$ cat src/rtl/rvh_l1d_bank_axi_mux.sv
// N-bank to single AXI master mux: round-robin AR/AW, W ordered by AW grants, R/B routed by ID bank index.
// Optional stall counters are enabled with `define RVH_L1D_AXI_MUX_PERF_CNT_EN.
module rvh_l1d_bank_axi_mux #(
    parameter int N_PORT     = 2,
    parameter int IDXW       = (N_PORT > 1) ? $clog2(N_PORT) : 1,
    parameter int AR_W       = 77,
    parameter int W_W        = 73,
    parameter int B_W        = 10,
    parameter int R_W        = 78,
    parameter int WLAST_BIT  = 8,
    parameter int RLAST_BIT  = 0,
    parameter int RID_LSB    = 74,
    parameter int BID_LSB    = 6,
    parameter int MAX_OUTST  = 4,
    parameter int WORD_DEPTH = 4
) (
    input  logic                     clk,
    input  logic                     rst,
    input  logic [N_PORT-1:0]        bank_arvalid,
    output logic [N_PORT-1:0]        bank_arready,
    input  logic [N_PORT*AR_W-1:0]   bank_ar,
    input  logic [N_PORT-1:0]        bank_awvalid,
    output logic [N_PORT-1:0]        bank_awready,
    input  logic [N_PORT*AR_W-1:0]   bank_aw,
    input  logic [N_PORT-1:0]        bank_wvalid,
    output logic [N_PORT-1:0]        bank_wready,
    input  logic [N_PORT*W_W-1:0]    bank_w,
    output logic [N_PORT-1:0]        bank_bvalid,
    input  logic [N_PORT-1:0]        bank_bready,
    output logic [N_PORT*B_W-1:0]    bank_b,
    output logic [N_PORT-1:0]        bank_rvalid,
    input  logic [N_PORT-1:0]        bank_rready,
    output logic [N_PORT*R_W-1:0]    bank_r,
    output logic                     l2_arvalid,
    input  logic                     l2_arready,
    output logic [AR_W-1:0]          l2_ar,
    output logic                     l2_awvalid,
    input  logic                     l2_awready,
    output logic [AR_W-1:0]          l2_aw,
    output logic                     l2_wvalid,
    input  logic                     l2_wready,
    output logic [W_W-1:0]           l2_w,
    input  logic                     l2_bvalid,
    output logic                     l2_bready,
    input  logic [B_W-1:0]           l2_b,
    input  logic                     l2_rvalid,
    output logic                     l2_rready,
    input  logic [R_W-1:0]           l2_r,
    output logic                     resp_err
`ifdef RVH_L1D_AXI_MUX_PERF_CNT_EN
    ,
    output logic [31:0]              perf_ar_stall,
    output logic [31:0]              perf_aw_stall
`endif
);

    localparam int CW = $clog2(MAX_OUTST + 1);
    localparam int PW = (WORD_DEPTH > 1) ? $clog2(WORD_DEPTH) : 1;
    localparam logic [CW-1:0]   MAX_C   = CW'(MAX_OUTST);
    localparam logic [PW:0]     DEPTH_C = (PW+1)'(WORD_DEPTH);
    localparam logic [IDXW:0]   NPORT_C = (IDXW+1)'(N_PORT);

    // Lowest offset from ptr among eligible ports wins.
    function automatic logic [IDXW-1:0] rr_pick(input logic [N_PORT-1:0] elig,
                                                 input logic [IDXW-1:0]   ptr);
        logic [IDXW-1:0] sel;
        int idx;
        sel = ptr;
        for (int o = N_PORT - 1; o >= 0; o--) begin
            idx = (int'(ptr) + o) % N_PORT;
            if (elig[idx]) begin
                sel = IDXW'(idx);
            end else begin
                sel = sel;
            end
        end
        return sel;
    endfunction

    function automatic logic [IDXW-1:0] rr_next(input logic [IDXW-1:0] win);
        return IDXW'((int'(win) + 1) % N_PORT);
    endfunction

    // Simultaneous inc/dec cancel; a decrement at zero holds the count.
    function automatic logic [CW-1:0] cnt_upd(input logic [CW-1:0] c,
                                              input logic inc, input logic dec);
        logic [CW-1:0] n;
        if (inc && !dec) begin
            n = c + CW'(1);
        end else if (dec && !inc && (c != '0)) begin
            n = c - CW'(1);
        end else begin
            n = c;
        end
        return n;
    endfunction

    logic [IDXW-1:0] r_ar_ptr, r_ar_lock_idx, r_aw_ptr, r_aw_lock_idx;
    logic            r_ar_lock, r_aw_lock;
    logic [CW-1:0]   r_rd_cnt [N_PORT];
    logic [CW-1:0]   r_wr_cnt [N_PORT];
    logic [IDXW-1:0] r_wo_mem [WORD_DEPTH];
    logic [PW-1:0]   r_wo_rd, r_wo_wr;
    logic [PW:0]     r_wo_cnt;
    logic            r_resp_err;

    logic [N_PORT-1:0] w_ar_elig, w_aw_elig;
    logic [IDXW-1:0]   w_ar_sel, w_aw_sel, w_wo_head, w_r_idx, w_b_idx;
    logic              w_ar_found, w_aw_found, w_ar_hs, w_aw_hs;
    logic              w_wo_empty, w_wo_full, w_w_pop;
    logic              w_r_inr, w_b_inr, w_r_hs, w_b_hs;
    logic [N_PORT-1:0] w_rd_inc, w_rd_dec, w_wr_inc, w_wr_dec;

    assign w_wo_empty = (r_wo_cnt == '0);
    assign w_wo_full  = (r_wo_cnt == DEPTH_C);
    assign w_wo_head  = r_wo_mem[r_wo_rd];

    // AR arbitration: locked grant while stalled, otherwise round-robin over eligible ports.
    always_comb begin
        w_ar_elig    = '0;
        l2_arvalid   = 1'b0;
        l2_ar        = '0;
        bank_arready = '0;
        for (int i = 0; i < N_PORT; i++) begin
            w_ar_elig[i] = bank_arvalid[i] && (r_rd_cnt[i] < MAX_C);
        end
        if (r_ar_lock) begin
            w_ar_sel   = r_ar_lock_idx;
            w_ar_found = 1'b1;
        end else begin
            w_ar_sel   = rr_pick(w_ar_elig, r_ar_ptr);
            w_ar_found = |w_ar_elig;
        end
        for (int i = 0; i < N_PORT; i++) begin
            if (w_ar_sel == IDXW'(i)) begin
                l2_arvalid      = w_ar_found && bank_arvalid[i];
                l2_ar           = bank_ar[i*AR_W +: AR_W];
                bank_arready[i] = w_ar_found && bank_arvalid[i] && l2_arready;
            end else begin
                bank_arready[i] = 1'b0;
            end
        end
    end

    // AW arbitration: as AR, additionally blocked while the write-order FIFO is full.
    always_comb begin
        w_aw_elig    = '0;
        l2_awvalid   = 1'b0;
        l2_aw        = '0;
        bank_awready = '0;
        for (int i = 0; i < N_PORT; i++) begin
            w_aw_elig[i] = bank_awvalid[i] && (r_wr_cnt[i] < MAX_C);
        end
        if (r_aw_lock) begin
            w_aw_sel   = r_aw_lock_idx;
            w_aw_found = !w_wo_full;
        end else begin
            w_aw_sel   = rr_pick(w_aw_elig, r_aw_ptr);
            w_aw_found = (|w_aw_elig) && !w_wo_full;
        end
        for (int i = 0; i < N_PORT; i++) begin
            if (w_aw_sel == IDXW'(i)) begin
                l2_awvalid      = w_aw_found && bank_awvalid[i];
                l2_aw           = bank_aw[i*AR_W +: AR_W];
                bank_awready[i] = w_aw_found && bank_awvalid[i] && l2_awready;
            end else begin
                bank_awready[i] = 1'b0;
            end
        end
    end

    assign w_ar_hs = l2_arvalid && l2_arready;
    assign w_aw_hs = l2_awvalid && l2_awready;

    // W steering from the FIFO head; no bypass from a same-cycle AW.
    always_comb begin
        l2_wvalid   = 1'b0;
        l2_w        = '0;
        bank_wready = '0;
        for (int i = 0; i < N_PORT; i++) begin
            if (!w_wo_empty && (w_wo_head == IDXW'(i))) begin
                l2_wvalid      = bank_wvalid[i];
                l2_w           = bank_w[i*W_W +: W_W];
                bank_wready[i] = l2_wready;
            end else begin
                bank_wready[i] = 1'b0;
            end
        end
    end

    assign w_w_pop = l2_wvalid && l2_wready && l2_w[WLAST_BIT];

    assign w_r_idx = l2_r[RID_LSB +: IDXW];
    assign w_b_idx = l2_b[BID_LSB +: IDXW];
    assign w_r_inr = ({1'b0, w_r_idx} < NPORT_C);
    assign w_b_inr = ({1'b0, w_b_idx} < NPORT_C);
    assign bank_r  = {N_PORT{l2_r}};
    assign bank_b  = {N_PORT{l2_b}};

    // Response routing by ID bank index; out-of-range beats are sunk.
    always_comb begin
        bank_rvalid = '0;
        bank_bvalid = '0;
        l2_rready   = !w_r_inr;
        l2_bready   = !w_b_inr;
        for (int i = 0; i < N_PORT; i++) begin
            if (w_r_inr && (w_r_idx == IDXW'(i))) begin
                bank_rvalid[i] = l2_rvalid;
                l2_rready      = bank_rready[i];
            end else begin
                bank_rvalid[i] = 1'b0;
            end
            if (w_b_inr && (w_b_idx == IDXW'(i))) begin
                bank_bvalid[i] = l2_bvalid;
                l2_bready      = bank_bready[i];
            end else begin
                bank_bvalid[i] = 1'b0;
            end
        end
    end

    assign w_r_hs = l2_rvalid && l2_rready;
    assign w_b_hs = l2_bvalid && l2_bready;

    // Per-port outstanding counter events.
    always_comb begin
        w_rd_inc = '0;
        w_rd_dec = '0;
        w_wr_inc = '0;
        w_wr_dec = '0;
        for (int i = 0; i < N_PORT; i++) begin
            w_rd_inc[i] = w_ar_hs && (w_ar_sel == IDXW'(i));
            w_wr_inc[i] = w_aw_hs && (w_aw_sel == IDXW'(i));
            w_rd_dec[i] = w_r_hs && w_r_inr && (w_r_idx == IDXW'(i)) && l2_r[RLAST_BIT];
            w_wr_dec[i] = w_b_hs && w_b_inr && (w_b_idx == IDXW'(i));
        end
    end

    // Arbitration pointers and grant locks.
    always_ff @(posedge clk or posedge rst) begin
        if (rst) begin
            r_ar_ptr      <= '0;
            r_ar_lock     <= 1'b0;
            r_ar_lock_idx <= '0;
            r_aw_ptr      <= '0;
            r_aw_lock     <= 1'b0;
            r_aw_lock_idx <= '0;
        end else begin
            r_ar_lock     <= l2_arvalid && !l2_arready;
            r_ar_lock_idx <= w_ar_sel;
            r_aw_lock     <= l2_awvalid && !l2_awready;
            r_aw_lock_idx <= w_aw_sel;
            r_ar_ptr      <= w_ar_hs ? rr_next(w_ar_sel) : r_ar_ptr;
            r_aw_ptr      <= w_aw_hs ? rr_next(w_aw_sel) : r_aw_ptr;
        end
    end

    // Outstanding counters.
    always_ff @(posedge clk or posedge rst) begin
        if (rst) begin
            for (int i = 0; i < N_PORT; i++) begin
                r_rd_cnt[i] <= '0;
                r_wr_cnt[i] <= '0;
            end
        end else begin
            for (int i = 0; i < N_PORT; i++) begin
                r_rd_cnt[i] <= cnt_upd(r_rd_cnt[i], w_rd_inc[i], w_rd_dec[i]);
                r_wr_cnt[i] <= cnt_upd(r_wr_cnt[i], w_wr_inc[i], w_wr_dec[i]);
            end
        end
    end

    // Write-order FIFO holding the AW winner of each outstanding burst.
    always_ff @(posedge clk or posedge rst) begin
        if (rst) begin
            for (int i = 0; i < WORD_DEPTH; i++) begin
                r_wo_mem[i] <= '0;
            end
            r_wo_rd  <= '0;
            r_wo_wr  <= '0;
            r_wo_cnt <= '0;
        end else begin
            if (w_aw_hs) begin
                r_wo_mem[r_wo_wr] <= w_aw_sel;
                r_wo_wr           <= r_wo_wr + PW'(1);
            end else begin
                r_wo_wr <= r_wo_wr;
            end
            r_wo_rd <= w_w_pop ? (r_wo_rd + PW'(1)) : r_wo_rd;
            case ({w_aw_hs, w_w_pop})
                2'b10:   r_wo_cnt <= r_wo_cnt + (PW+1)'(1);
                2'b01:   r_wo_cnt <= r_wo_cnt - (PW+1)'(1);
                default: r_wo_cnt <= r_wo_cnt;
            endcase
        end
    end

    // Pulse one cycle after an out-of-range R or B beat is sunk.
    always_ff @(posedge clk or posedge rst) begin
        if (rst) begin
            r_resp_err <= 1'b0;
        end else begin
            r_resp_err <= (w_r_hs && !w_r_inr) || (w_b_hs && !w_b_inr);
        end
    end

    assign resp_err = r_resp_err;

    // A response with nothing outstanding is a protocol violation upstream.
    always @(posedge clk) begin
        if (!rst) begin
            for (int i = 0; i < N_PORT; i++) begin
                assert (!(w_rd_dec[i] && (r_rd_cnt[i] == '0)))
                    else $error("rd_cnt underflow on port %0d", i);
                assert (!(w_wr_dec[i] && (r_wr_cnt[i] == '0)))
                    else $error("wr_cnt underflow on port %0d", i);
            end
        end
    end

`ifdef RVH_L1D_AXI_MUX_PERF_CNT_EN
    logic [31:0] r_perf_ar, r_perf_aw;

    // Saturating stall counters: some bank is requesting but the channel does not handshake.
    always_ff @(posedge clk or posedge rst) begin
        if (rst) begin
            r_perf_ar <= 32'd0;
            r_perf_aw <= 32'd0;
        end else begin
            if ((|bank_arvalid) && !w_ar_hs && (r_perf_ar != 32'hFFFF_FFFF)) begin
                r_perf_ar <= r_perf_ar + 32'd1;
            end else begin
                r_perf_ar <= r_perf_ar;
            end
            if ((|bank_awvalid) && !w_aw_hs && (r_perf_aw != 32'hFFFF_FFFF)) begin
                r_perf_aw <= r_perf_aw + 32'd1;
            end else begin
                r_perf_aw <= r_perf_aw;
            end
        end
    end

    assign perf_ar_stall = r_perf_ar;
    assign perf_aw_stall = r_perf_aw;
`endif

endmodule

$ cat config.mk
export PLATFORM = sky130hd
export DESIGN_NAME = rvh_l1d_bank_axi_mux
export DESIGN_NICKNAME = d
export VERILOG_FILES = /design/src/rtl/rvh_l1d_bank_axi_mux.sv
export SDC_FILE = /design/constraint.sdc
export NUM_CORES = 1
export LEC_CHECK = 0
export ABC_AREA = 1
export CORE_AREA = 2 2 385 387
export DETAILED_ROUTE_END_ITERATION = 10
export DIE_AREA = 0 0 387 389
export GPL_ROUTABILITY_DRIVEN = 0
export HOLD_SLACK_MARGIN = 0.1
export PLACE_DENSITY_LB_ADDON = 0.12
export SYNTH_ARGS = -nofsm -noshare
export SYNTH_HDL_FRONTEND = slang
export SYNTH_SLANG_ARGS = --single-unit
$ cat constraint.sdc
create_clock -name clk -period 4.29 [get_ports clk]
set_clock_uncertainty 0.2 [all_clocks]
set_input_delay 0.429 -clock clk [delete_from_list [all_inputs] [get_ports clk]]
set_output_delay 0.429 -clock clk [all_outputs]
set_load 0.01 [all_outputs]
==> report_table.html <==
<table>
<tr><th>Metric</th><th>Value</th></tr>
<tr><th colspan="2">Run status</th></tr>
<tr><td>Result of the run</td><td>finished clean</td></tr>
<tr><th colspan="2">Place</th></tr>
<tr><td>Area of placed instances</td><td>0.0145 mm^2</td></tr>
<tr><td>Count of port buffers added during placement</td><td>721</td></tr>
<tr><td>Minimum setup slack after placement</td><td>0.681 ns</td></tr>
<tr><td>DPL Wire Length</td><td>50.8 mm</td></tr>
<tr><th colspan="2">Yosys</th></tr>
<tr><td>Post-synthesis sequential element count</td><td>29</td></tr>
<tr><td>Fraction of the yosys area taken by sequential cells</td><td>11.8%</td></tr>
<tr><td>Syn_nets</td><td>1560</td></tr>
<tr><td>Post-Syn Instances</td><td>991</td></tr>
<tr><td>Async set or reset register ratio after synthesis</td><td>100%</td></tr>
<tr><td>Number of enable flip-flop cells after synthesis</td><td>0</td></tr>
<tr><td>Most used flip-flop cell after synthesis</td><td>dfrtp_1</td></tr>
<tr><td>Synthesis Warnings</td><td>0</td></tr>
<tr><td>Area share of the largest cell type after synthesis</td><td>21.9%</td></tr>
<tr><td>Post-synthesis instance area</td><td>0.00616 mm^2</td></tr>
<tr><td>Mean post-synth cell area</td><td>6.22 um^2</td></tr>
<tr><td>Distinct cells, synth</td><td>31</td></tr>
<tr><td>Largest area contributor in the netlist</td><td>buf_4</td></tr>
<tr><td>Area contributors post-synth</td><td>buf_4 (22%), nand2_1 (18%), mux2_1 (14%)</td></tr>
<tr><th colspan="2">Critical path</th></tr>
<tr><td>Critical Path Sink Type</td><td>primary output</td></tr>
<tr><td>Critical-path maximum fanout</td><td>32</td></tr>
<tr><td>Sort of element at the start of the critical path</td><td>register</td></tr>
<tr><td>Classification of the worst setup path</td><td>register to primary output</td></tr>
<tr><td>Crit Reg-Reg Startpoint</td><td>r_wo_rd[0]$_DFFE_PP0P_</td></tr>
<tr><td>Worst EP arrival</td><td>2.93 ns</td></tr>
<tr><td>Internal reg-to-reg setup slack</td><td>1.09 ns</td></tr>
<tr><td>Data required time of the critical path</td><td>3.66 ns</td></tr>
<tr><td>Number of cell instances on the worst register-to-register path</td><td>13</td></tr>
<tr><td>FF-to-FF End</td><td>r_wo_cnt[2]$_DFFE_PP0P_</td></tr>
<tr><th colspan="2">Die</th></tr>
<tr><td>Horizontal die dimension</td><td>387 um</td></tr>
<tr><td>Ports placed on the boundary</td><td>978</td></tr>
<tr><td>Initial standard-cell utilization of the core</td><td>4.20%</td></tr>
<tr><td>Die H</td><td>389 um</td></tr>
<tr><td>Core box area</td><td>0.147 mm^2</td></tr>
<tr><td># rows</td><td>141</td></tr>
<tr><td>Overall die area</td><td>0.151 mm^2</td></tr>
<tr><th colspan="2">Clocking</th></tr>
<tr><td>Maximum root-to-sink buffer count</td><td>2</td></tr>
<tr><td>CTS Root Buffer Type</td><td>clkbuf_16</td></tr>
<tr><td>Number of gates resized after cts</td><td>0</td></tr>
<tr><td>Inserted Clock Buffers</td><td>5</td></tr>
<tr><td>Clock Latency Late Sink</td><td>0.29 ns</td></tr>
<tr><td>Setup Fix Bufs, Post-CTS</td><td>0</td></tr>
<tr><td>Clock transition at the registers of the reported paths</td><td>0.06 ns</td></tr>
<tr><td>Count of clock tree sinks</td><td>29</td></tr>
<tr><td>Count of hold buffers inserted by post-cts repair</td><td>0</td></tr>
<tr><td>TritonCTS clock tree</td><td>done</td></tr>
<tr><td># H-tree levels</td><td>2</td></tr>
<tr><th colspan="2">STA</th></tr>
<tr><td>Slew at the pin closest to its max-slew limit</td><td>0.644 ns</td></tr>
<tr><td>Summed negative setup slack over all endpoints</td><td>0 ns</td></tr>
<tr><td>RSZ-0062 raised after global routing</td><td>no</td></tr>
<tr><td>Max Clk Rate</td><td>281 MHz</td></tr>
<tr><td>Final Hold Fails</td><td>0</td></tr>
<tr><td>Final critical-path setup slack</td><td>0.735 ns</td></tr>
<tr><td>Final setup violation count</td><td>0</td></tr>
<tr><td>Min cycle time layout</td><td>3.56 ns</td></tr>
<tr><td>Max-slew violation total from the final report</td><td>0</td></tr>
<tr><td>Relative slew slack</td><td>56.6%</td></tr>
<tr><td>Portion of the clock cycle consumed by the worst path in the final layout</td><td>82.9%</td></tr>
<tr><th colspan="2">Job</th></tr>
<tr><td># Max-Cap Violations</td><td>0</td></tr>
<tr><th colspan="2">Hold path</th></tr>
<tr><td>Endpoint, Worst Hold</td><td>r_wo_cnt[0]$_DFFE_PP0P_</td></tr>
<tr><td>Hold Path Stages</td><td>1</td></tr>
<tr><td>Hold Path Origin</td><td>r_wo_cnt[0]$_DFFE_PP0P_</td></tr>
<tr><td>Worst min-delay path category</td><td>register to register</td></tr>
<tr><th colspan="2">Drt</th></tr>
<tr><td>First DRT Iteration DRCs</td><td>302</td></tr>
<tr><td>Initial DRT Pass Iterations</td><td>6</td></tr>
<tr><td>Via count normalized by instance count</td><td>2.37</td></tr>
<tr><td>Total wire length</td><td>56.8 mm</td></tr>
<tr><td>Remaining antenna violation count after routing</td><td>0</td></tr>
<tr><td>Routed WL per cell</td><td>16.4 um</td></tr>
<tr><td>Via Count</td><td>8177</td></tr>
<tr><td>DRC Markers</td><td>0</td></tr>
<tr><th colspan="2">Final layout</th></tr>
<tr><td>Cell area after layout</td><td>0.0147 mm^2</td></tr>
<tr><td>Net count of the finished layout</td><td>2084</td></tr>
<tr><td>Commonest non-fill, non-tap cells in the layout</td><td>clkdlybuf4s50_1 (690), nand2_1 (302), inv_1 (108)</td></tr>
<tr><td>Core utilization of the finished layout</td><td>10.0%</td></tr>
<tr><td>Number of inserted filler cells in the final layout</td><td>17100</td></tr>
<tr><td>Fraction of final layout cells sized beyond drive strength 1</td><td>5.47%</td></tr>
<tr><td>Leading cell type in the layout, fill and taps excluded</td><td>clkdlybuf4s50_1</td></tr>
<tr><td>Layout-stage area growth over the synthesis result</td><td>139%</td></tr>
<tr><th colspan="2">Global route</th></tr>
<tr><td>First-pass GRT wire length</td><td>75.3 mm</td></tr>
<tr><td>All-Layer GR Usage</td><td>7.17%</td></tr>
<tr><td>Number of antenna violations at the first check in global routing</td><td>19</td></tr>
<tr><td>Via count of the first global-routing pass</td><td>8545</td></tr>
<tr><td>Pin count of the biggest net entering global routing</td><td>78</td></tr>
<tr><td>Remaining Overflow, GRT</td><td>0</td></tr>
<tr><th colspan="2">Pwr</th></tr>
<tr><td>Highest ir drop seen on vdd</td><td>0.290 mV</td></tr>
<tr><td>Leakage power</td><td>5.77 nW</td></tr>
<tr><td>Overall power after layout</td><td>0.00943 W</td></tr>
<tr><td>Power density over the cells</td><td>641 mW/mm^2</td></tr>
</table>
==> state kept, by name (all words and copies together) (netlist names) <==
name	cells
r_ar_lock	1
r_ar_lock_idx	1
r_ar_ptr	1
r_aw_lock	1
r_aw_lock_idx	1
r_aw_ptr	1
r_rd_cnt	6
r_wo_cnt	3
r_wo_mem	4
r_wo_rd	2
r_wo_wr	2
r_wr_cnt	6
==> worst max-delay path, cell delays in order (launching register included) <==
cell and delay [ns]:
dfrtp_1 0.42, inv_2 0.10, nand2_1 0.05, nand3_1 0.17
nand3_4 0.42, o21ai_0 0.72, clkdlybuf4s50_1 0.70
==> cell type report <==
class | count | area, um^2 | area share (%)
multi-input combinational | 621 | 3420 | 23.3
timing repair buffer | 744 | 7540 | 51.2
clock inverter | 1 | 30.0 | 0.204
clock buffer | 7 | 143 | 0.969
tap | 1930 | 2410 | 16.4
antenna | 6 | 15.0 | 0.102
inverter | 114 | 428 | 2.91
sequential | 29 | 726 | 4.93
==> worst max path at each step <==
stage	start	end	cells past startpoint
after floorplan	r_wo_rd[0]$_DFFE_PP0P_	r_wo_cnt[2]$_DFFE_PP0P_	14
after global placement	bank_arvalid[0]	l2_ar[75]	9
after detailed placement	bank_awvalid[0]	l2_aw[48]	11
after CTS	r_wo_rd[0]$_DFFE_PP0P_	l2_w[38]	6
after global routing	r_wo_rd[0]$_DFFE_PP0P_	l2_w[14]	6
final	r_wo_rd[0]$_DFFE_PP0P_	l2_w[38]	6
==> cell usage after synthesis, types with 5 or more instances <==
master and count:
mux2_1 77, o21ai_0 76, xor2_1 7, clkbuf_1 17, nor2_1 14, o21ai_1 6, nand2_1 303, buf_6 8
buf_4 180, inv_1 108, dfrtp_1 29, nand3_1 100, inv_2 5, ha_1 5, buf_2 21, fa_1 5
==> cell families (layout without fill, tap and decap cells) <==
group | after synthesis | count (layout) | synth area share (%)
and+or+nand+nor | 436 | 436 | 29.7
buffers and inverters | 341 | 866 | 33.1
AOI/OAI and AO/OA | 88 | 88 | 7.27
muxes | 78 | 78 | 14.3
DFF | 29 | 29 | 11.8
adders and majority gates | 10 | 10 | 2.64
xor gates and xnor gates | 8 | 8 | 1.14
other | 1 | 7 | 0.0609
==> where the power goes <==
part	internal [W]	switching, W
logic	0.00394	0.00454
clock network	0.000290	0.000142
registers	0.000413	0.000118
total	0.00464	0.00480
==> per-stage QoR <==
stage          cells  hold WS, ns
2_1_floorplan    991        0.241
3_3_place_gp    3438        0.270
3_5_place_dp    3438        0.274
4_1_cts         3446        0.286
5_1_grt         3448        0.316
6_report        3452        0.284
==> routing by layer <==
layer  global-route usage, %  up-vias  share of wire [%]
met5                   0.670        -               0.33
met1                    7.82     3615                 38
met3                    4.36       53                 13
li1                        -     3981                  -
met2                    12.2      500                 48
met4                   0.635       28               0.47
Note: power is estimated with default switching activity, not from simulation.
